[src/rtl/vga_timing_pkg.sv]
// Shared raster types and the default 640x480@60 (25 MHz pixel clock) timing constants.
// The phase order ACT -> FP -> SYNC -> BP is common to both axes.
package vga_timing_pkg;

    typedef enum logic [1:0] {PH_ACT, PH_FP, PH_SYNC, PH_BP} phase_t;

    localparam int DEF_H_ACTIVE = 640;
    localparam int DEF_H_FP     = 16;
    localparam int DEF_H_SYNC   = 96;
    localparam int DEF_H_BP     = 48;
    localparam int DEF_V_ACTIVE = 480;
    localparam int DEF_V_FP     = 10;
    localparam int DEF_V_SYNC   = 2;
    localparam int DEF_V_BP     = 33;

    function automatic phase_t next_phase(input phase_t p);
        case (p)
            PH_ACT:  return PH_FP;
            PH_FP:   return PH_SYNC;
            PH_SYNC: return PH_BP;
            default: return PH_ACT;
        endcase
    endfunction

endpackage

[src/rtl/vga_axis_cnt.sv]
// One raster axis: position counter plus phase FSM with a per-phase down-counter; advances on adv.
// wrap is combinational (adv on the last position) so the next axis can step on the same edge.
module vga_axis_cnt
    import vga_timing_pkg::*;
#(
    parameter int ACTIVE = DEF_H_ACTIVE,
    parameter int FP     = DEF_H_FP,
    parameter int SYNC   = DEF_H_SYNC,
    parameter int BP     = DEF_H_BP,
    parameter int W      = 12
) (
    input  logic         clk,
    input  logic         rst,
    input  logic         adv,
    output logic [W-1:0] cnt,
    output phase_t       phase,
    output logic         wrap
);

    localparam int TOTAL = ACTIVE + FP + SYNC + BP;

    logic [W-1:0] rem;

    function automatic logic [W-1:0] len_m1(input phase_t p);
        case (p)
            PH_ACT:  return W'(ACTIVE - 1);
            PH_FP:   return W'(FP - 1);
            PH_SYNC: return W'(SYNC - 1);
            default: return W'(BP - 1);
        endcase
    endfunction

    assign wrap = adv && (cnt == W'(TOTAL - 1));

    // rem expires in BP exactly when cnt hits TOTAL-1, so phase and cnt wrap together.
    always_ff @(posedge clk or posedge rst) begin
        if (rst) begin
            cnt   <= '0;
            phase <= PH_ACT;
            rem   <= len_m1(PH_ACT);
        end else if (adv) begin
            cnt <= wrap ? '0 : cnt + W'(1);
            if (rem == '0) begin
                phase <= next_phase(phase);
                rem   <= len_m1(next_phase(phase));
            end else begin
                rem <= rem - W'(1);
            end
        end
    end

endmodule

[src/rtl/vga_pix_gen.sv]
// Free-running VGA pixel timing (x, y, hs, vs, de, line/frame start); all outputs registered, 1 clk behind counters.
// No backpressure; VGA_PIX_GEN_FRAME_CNT_EN adds the frame_cnt_o port and counter.
module vga_pix_gen
    import vga_timing_pkg::*;
#(
    parameter int   PIX_X_W     = 12,
    parameter int   PIX_Y_W     = 12,
    parameter int   H_ACTIVE    = DEF_H_ACTIVE,
    parameter int   H_FP        = DEF_H_FP,
    parameter int   H_SYNC      = DEF_H_SYNC,
    parameter int   H_BP        = DEF_H_BP,
    parameter int   V_ACTIVE    = DEF_V_ACTIVE,
    parameter int   V_FP        = DEF_V_FP,
    parameter int   V_SYNC      = DEF_V_SYNC,
    parameter int   V_BP        = DEF_V_BP,
    parameter logic HS_POL      = 1'b0,
    parameter logic VS_POL      = 1'b0,
    parameter int   FRAME_CNT_W = 8
) (
    input  logic               clk_25_i,
    input  logic               rst_i,
    output logic [PIX_X_W-1:0] pix_x_o,
    output logic [PIX_Y_W-1:0] pix_y_o,
    output logic               pix_hs_o,
    output logic               pix_vs_o,
    output logic               pix_de_o,
    output logic               line_start_o,
    output logic               frame_start_o
`ifdef VGA_PIX_GEN_FRAME_CNT_EN
    ,
    output logic [FRAME_CNT_W-1:0] frame_cnt_o
`endif
);

    localparam int H_TOTAL = H_ACTIVE + H_FP + H_SYNC + H_BP;
    localparam int V_TOTAL = V_ACTIVE + V_FP + V_SYNC + V_BP;

    if (H_ACTIVE < 1 || H_FP < 1 || H_SYNC < 1 || H_BP < 1 ||
        V_ACTIVE < 1 || V_FP < 1 || V_SYNC < 1 || V_BP < 1) begin : g_bad_len
        $error("vga_pix_gen: every timing length must be >= 1");
    end
    if (H_TOTAL > 2**PIX_X_W) begin : g_bad_x
        $error("vga_pix_gen: H_TOTAL does not fit in PIX_X_W");
    end
    if (V_TOTAL > 2**PIX_Y_W) begin : g_bad_y
        $error("vga_pix_gen: V_TOTAL does not fit in PIX_Y_W");
    end
    if (FRAME_CNT_W < 1) begin : g_bad_fc
        $error("vga_pix_gen: FRAME_CNT_W must be >= 1");
    end

    logic [PIX_X_W-1:0] h_cnt;
    logic [PIX_Y_W-1:0] v_cnt;
    phase_t             h_phase;
    phase_t             v_phase;
    logic               h_wrap;
    logic               v_wrap;
    logic               boot;
    logic               v_wrap_q;

    vga_axis_cnt #(
        .ACTIVE (H_ACTIVE),
        .FP     (H_FP),
        .SYNC   (H_SYNC),
        .BP     (H_BP),
        .W      (PIX_X_W)
    ) u_h (
        .clk    (clk_25_i),
        .rst    (rst_i),
        .adv    (1'b1),
        .cnt    (h_cnt),
        .phase  (h_phase),
        .wrap   (h_wrap)
    );

    vga_axis_cnt #(
        .ACTIVE (V_ACTIVE),
        .FP     (V_FP),
        .SYNC   (V_SYNC),
        .BP     (V_BP),
        .W      (PIX_Y_W)
    ) u_v (
        .clk    (clk_25_i),
        .rst    (rst_i),
        .adv    (h_wrap),
        .cnt    (v_cnt),
        .phase  (v_phase),
        .wrap   (v_wrap)
    );

    // Counters sit at (0,0) either straight out of reset (boot) or the cycle after a vertical wrap.
    always_ff @(posedge clk_25_i or posedge rst_i) begin
        if (rst_i) begin
            pix_x_o       <= '0;
            pix_y_o       <= '0;
            pix_de_o      <= 1'b0;
            pix_hs_o      <= ~HS_POL;
            pix_vs_o      <= ~VS_POL;
            line_start_o  <= 1'b0;
            frame_start_o <= 1'b0;
            boot          <= 1'b1;
            v_wrap_q      <= 1'b0;
        end else begin
            pix_x_o       <= h_cnt;
            pix_y_o       <= v_cnt;
            pix_de_o      <= (h_phase == PH_ACT) && (v_phase == PH_ACT);
            pix_hs_o      <= (h_phase == PH_SYNC) ? HS_POL : ~HS_POL;
            pix_vs_o      <= (v_phase == PH_SYNC) ? VS_POL : ~VS_POL;
            line_start_o  <= (h_cnt == '0);
            frame_start_o <= boot | v_wrap_q;
            boot          <= 1'b0;
            v_wrap_q      <= v_wrap;
        end
    end

`ifdef VGA_PIX_GEN_FRAME_CNT_EN
    // Only wrap-driven frame starts count, so the first frame after reset reads 0.
    always_ff @(posedge clk_25_i or posedge rst_i) begin
        if (rst_i) begin
            frame_cnt_o <= '0;
        end else if (v_wrap_q) begin
            frame_cnt_o <= frame_cnt_o + FRAME_CNT_W'(1);
        end
    end
`endif

endmodule

[config.mk]
export PLATFORM = sky130hd
export DESIGN_NAME = vga_pix_gen
export DESIGN_NICKNAME = d
export VERILOG_FILES = /design/src/rtl/vga_timing_pkg.sv /design/src/rtl/vga_axis_cnt.sv /design/src/rtl/vga_pix_gen.sv
export SDC_FILE = /design/constraint.sdc
export NUM_CORES = 1
export LEC_CHECK = 0
export BUFFER_PORTS_ARGS = -buffer_cell sky130_fd_sc_hd__buf_2
export CORE_MARGIN = 3
export CORE_UTILIZATION = 59
export DETAILED_ROUTE_END_ITERATION = 6
export GPL_TIMING_DRIVEN = 0
export PLACE_DENSITY = 0.86
export SYNTH_ARGS = -nofsm -noshare
export SYNTH_HDL_FRONTEND = slang
export SYNTH_SLANG_ARGS = --single-unit
[constraint.sdc]
create_clock -name clk_25_i -period 3.3 [get_ports clk_25_i]
set_clock_uncertainty 0.15 [all_clocks]
set_input_delay 0.165 -clock clk_25_i [delete_from_list [all_inputs] [get_ports clk_25_i]]
set_output_delay 0.165 -clock clk_25_i [all_outputs]
set_load 0.05 [all_outputs]
==> metrics <==
top fanout value on the critical path=10; cts bufs inserted=9; Ports=31; VDD IR-drop max=around 0.28 mV; Post-Route WL=~7300 um; global-route usage over all layers=roughly 22%; grt total ovfl=0; final instance area=between 0.004 and 0.005 sq mm; # nets final=around 390; unrepaired setup endpoints after global routing=no; count leader, synth=dfrtp_1; Crit Reg-Reg Endpoint=u_v.cnt[9]; sequential fraction of design power=around 55%; DRC violation total after the first TritonRoute iteration=205; 1st-pass router iterations=5; clk slew on worst S/H paths=0.08 ns; fin. max-slew vios=0; Die X=about 84 um; Fill cells=402; largest net degree at the start of global routing=a little under 60; Critical Path AT=approximately 2.8 ns; antenna viol nets, final=0; vias in the first global route=approximately 2.7k; Clock power frac=43.1%; Max Fclk=between 300 and 400 MHz; Avg Synthesized Cell Area=approximately 11 sq um; Slew @ Worst Pin=about 0.77 ns; layout cells sized above 1=between 10% and 20%; crit path from=u_h.cnt[6]; Initial Utilization=between 60% and 70%; combinational share of power=~1.5%; Setup crit end kind=register; gpl congestion=roughly 0.82; relative slew slack=a little under 50%; Max clock buf depth=2; drt via density=around 6; Final Hold Viols=0; Final TNS setup=0 ns; Tmin final=2.736 ns; critical path type=reg2reg; worst reg-to-reg setup slack=0.56 ns; RR Startpoint=u_h.cnt[6]; worst path required time=3.37 ns; clock sinks=between 80 and 90; ys flop type=dfrtp_1; Net Sw Power=367.9 uW; post-synthesis cell type count=44; worst min path class=in2async; HPWL after DPL=4851 um; core footprint=roughly 0.0057 sq mm; Post-synth EDFFs=0; port bufs=30; Register-to-Register Path Depth=5; setup bufs post-CTS=0; Setup WS pre-CTS=slightly above 0.6 ns; synthesized flop and latch total=83; Ys Warns=0; Async SR Flop Fraction=100.0%; Syn Inst Count=approximately 330; net switching share of the total power=between 15 and 20%; top cell type's share of synthesized area=between 40% and 50%; Worst Setup Start Kind=register; H-tree depth=3; syn nets=between 300 and 400; final worst slack=0.5641 ns; max-cap check violation count=0; Synth top cells by count=dfrtp_1 (64), nor2_1 (28), inv_1 (27); Die H=84.29 um; area leader, netlist=dfrtp_1; PD cells=447.3 mW/mm^2; Metal-1 WL=just over 3000 um; std cell rows=27; layout overhead on the synthesized area=13.81%; Final Power=1841 uW; DRC viols=0; CTS tree=done; Synth area leaders=dfrtp_1 (44%), dfstp_2 (14%), ha_1 (4.8%); Leak Pwr=0.001963 uW; Cell Area, Synth=~0.0036 sq mm; Routed wire per std cell=16.26 um; initial antenna violation count=0; Root Buffer=clkbuf_8; outcome=completed; dpl cells=between 400 and 500; post-route non-filler standard cell count=approximately 450; Internal=1473 uW; met3 wire len=roughly 330 um; Via Count=around 2.6k; Tcrit/Tclk final=between 80 and 90%; final setup vio count=0; ant diodes=0; highest routed layer=met4; Met2 Wirelength=around 3800 um; sequential area share after synthesis=58.10%; die area=0.007104 sq mm; first-pass GRT wire length=12770 um; Skew-Pair Late Insertion Delay=approximately 0.34 ns; Placed Instance Area=between 0.003 and 0.004 sq mm
==> stage by stage <==
| stage | utilization, % | hold WS [ns] |
|---|---|---|
| 6_report | 72.08 | 0.2080 |
| 5_1_grt | 72.08 | 0.2287 |
| 4_1_cts | 72.08 | 0.1971 |
| 3_5_place_dp | 68.07 | 0.01944 |
| 3_3_place_gp | 67.54 | 0.2081 |
| 2_1_floorplan | - | 0.2019 |
==> final cells by class <==
type | count | area (sq um) | area share (%)
plain buffers | 10 | 38.79 | 0.9425
inverters | 27 | 103.9 | 2.524
clock buffers | 12 | 145.1 | 3.527
repair buffers | 32 | 187.7 | 4.561
multi-input cells | 209 | 1375 | 33.41
clock inverters | 4 | 73.82 | 1.794
flip-flops and latches | 83 | 2101 | 51.05
well taps | 72 | 90.09 | 2.189
==> cells by family after synthesis <==
family / count (synthesis) / share of synthesized area [%]
compound gates: 45 / 7.994
xor+xnor: 25 / 6.055
fa+ha+maj: 14 / 4.844
buf+inv: 37 / 3.875
flops: 83 / 58.10
mux: 4 / 1.211
other cells: 1 / 0.1037
simple gates: 120 / 17.82
==> metal layers <==
| metal | global-route usage [%] | up-vias |
|---|---|---|
| li1 | - | 1225 |
| met1 | 28.09 | 1322 |
| met2 | 37.73 | 78 |
| met3 | 5.692 | 13 |
| met4 | 8.626 | 0 |
| met5 | 0 | - |
==> layout by cell type (no fill, tap or decap), types with 3 or more instances in the layout <==
master	synthesis	final
a22oi_1	4	4
clkbuf_1	9	11
buf_2	1	31
a22o_1	5	5
nor2_1	28	28
nand3_1	17	17
inv_1	27	26
dfstp_2	19	19
dfrtp_1	64	64
o21ai_0	16	16
clkbuf_8	0	10
mux2_2	3	3
a21oi_1	9	9
nor2b_1	3	3
nor3_1	11	11
nand4_1	7	7
and2_1	4	4
ha_1	14	14
nand2_1	17	17
xnor2_1	15	15
xor2_1	10	10
nor4_1	11	11
or4_1	5	5
nor4b_1	3	3
==> sequential cells by signal, indices dropped and copies added (netlist names) <==
register       flops
pix_x_o           12
pix_y_o           12
u_h.cnt           12
u_h.rem           12
u_v.cnt           12
u_v.rem           12
u_h.phase          2
u_v.phase          2
boot               1
frame_start_o      1
line_start_o       1
pix_de_o           1
pix_hs_o           1
pix_vs_o           1
v_wrap_q           1
==> timing repair <==
item,4_1_cts,5_1_grt
endpoints found under the hold margin,25,0
hold buffers,1,0
resized for setup,0,0
==> worst max-delay path, cell delays in order, from the launching register on <==
cell,delay (ns)
dfrtp_1,0.44
or4_4,0.57
nor4_1,0.63
clkbuf_1,0.40
o21ai_0,0.16
a22o_1,0.26
==> worst max path at each step <==
| stage | end | slack, ns | depth (start not counted) |
|---|---|---|---|
| 6_report | u_v.cnt[9] | 0.56 | 5 |
| 5_1_grt | u_v.cnt[9] | 0.39 | 6 |
| 4_1_cts | u_v.cnt[9] | 0.57 | 5 |
| 3_5_place_dp | u_v.cnt[9] | 0.61 | 5 |
| 3_3_place_gp | pix_y_o[7] | 0.1 | 2 |
| 2_1_floorplan | u_v.rem[11] | 0.85 | 5 |
==> power by group through the flow <==
| stage | clock, uW | combinational, uW | sequential [uW] |
|---|---|---|---|
| floorplan | 0 | 15.2 | 1040 |
| global placement | 0 | 23.0 | 1040 |
| detailed placement | 0 | 28.8 | 1040 |
| CTS | 804 | 29.6 | 1020 |
| global route | 852 | 33.1 | 1020 |
| finish | 793 | 28.3 | 1020 |
(Power assumes the default switching activity.)
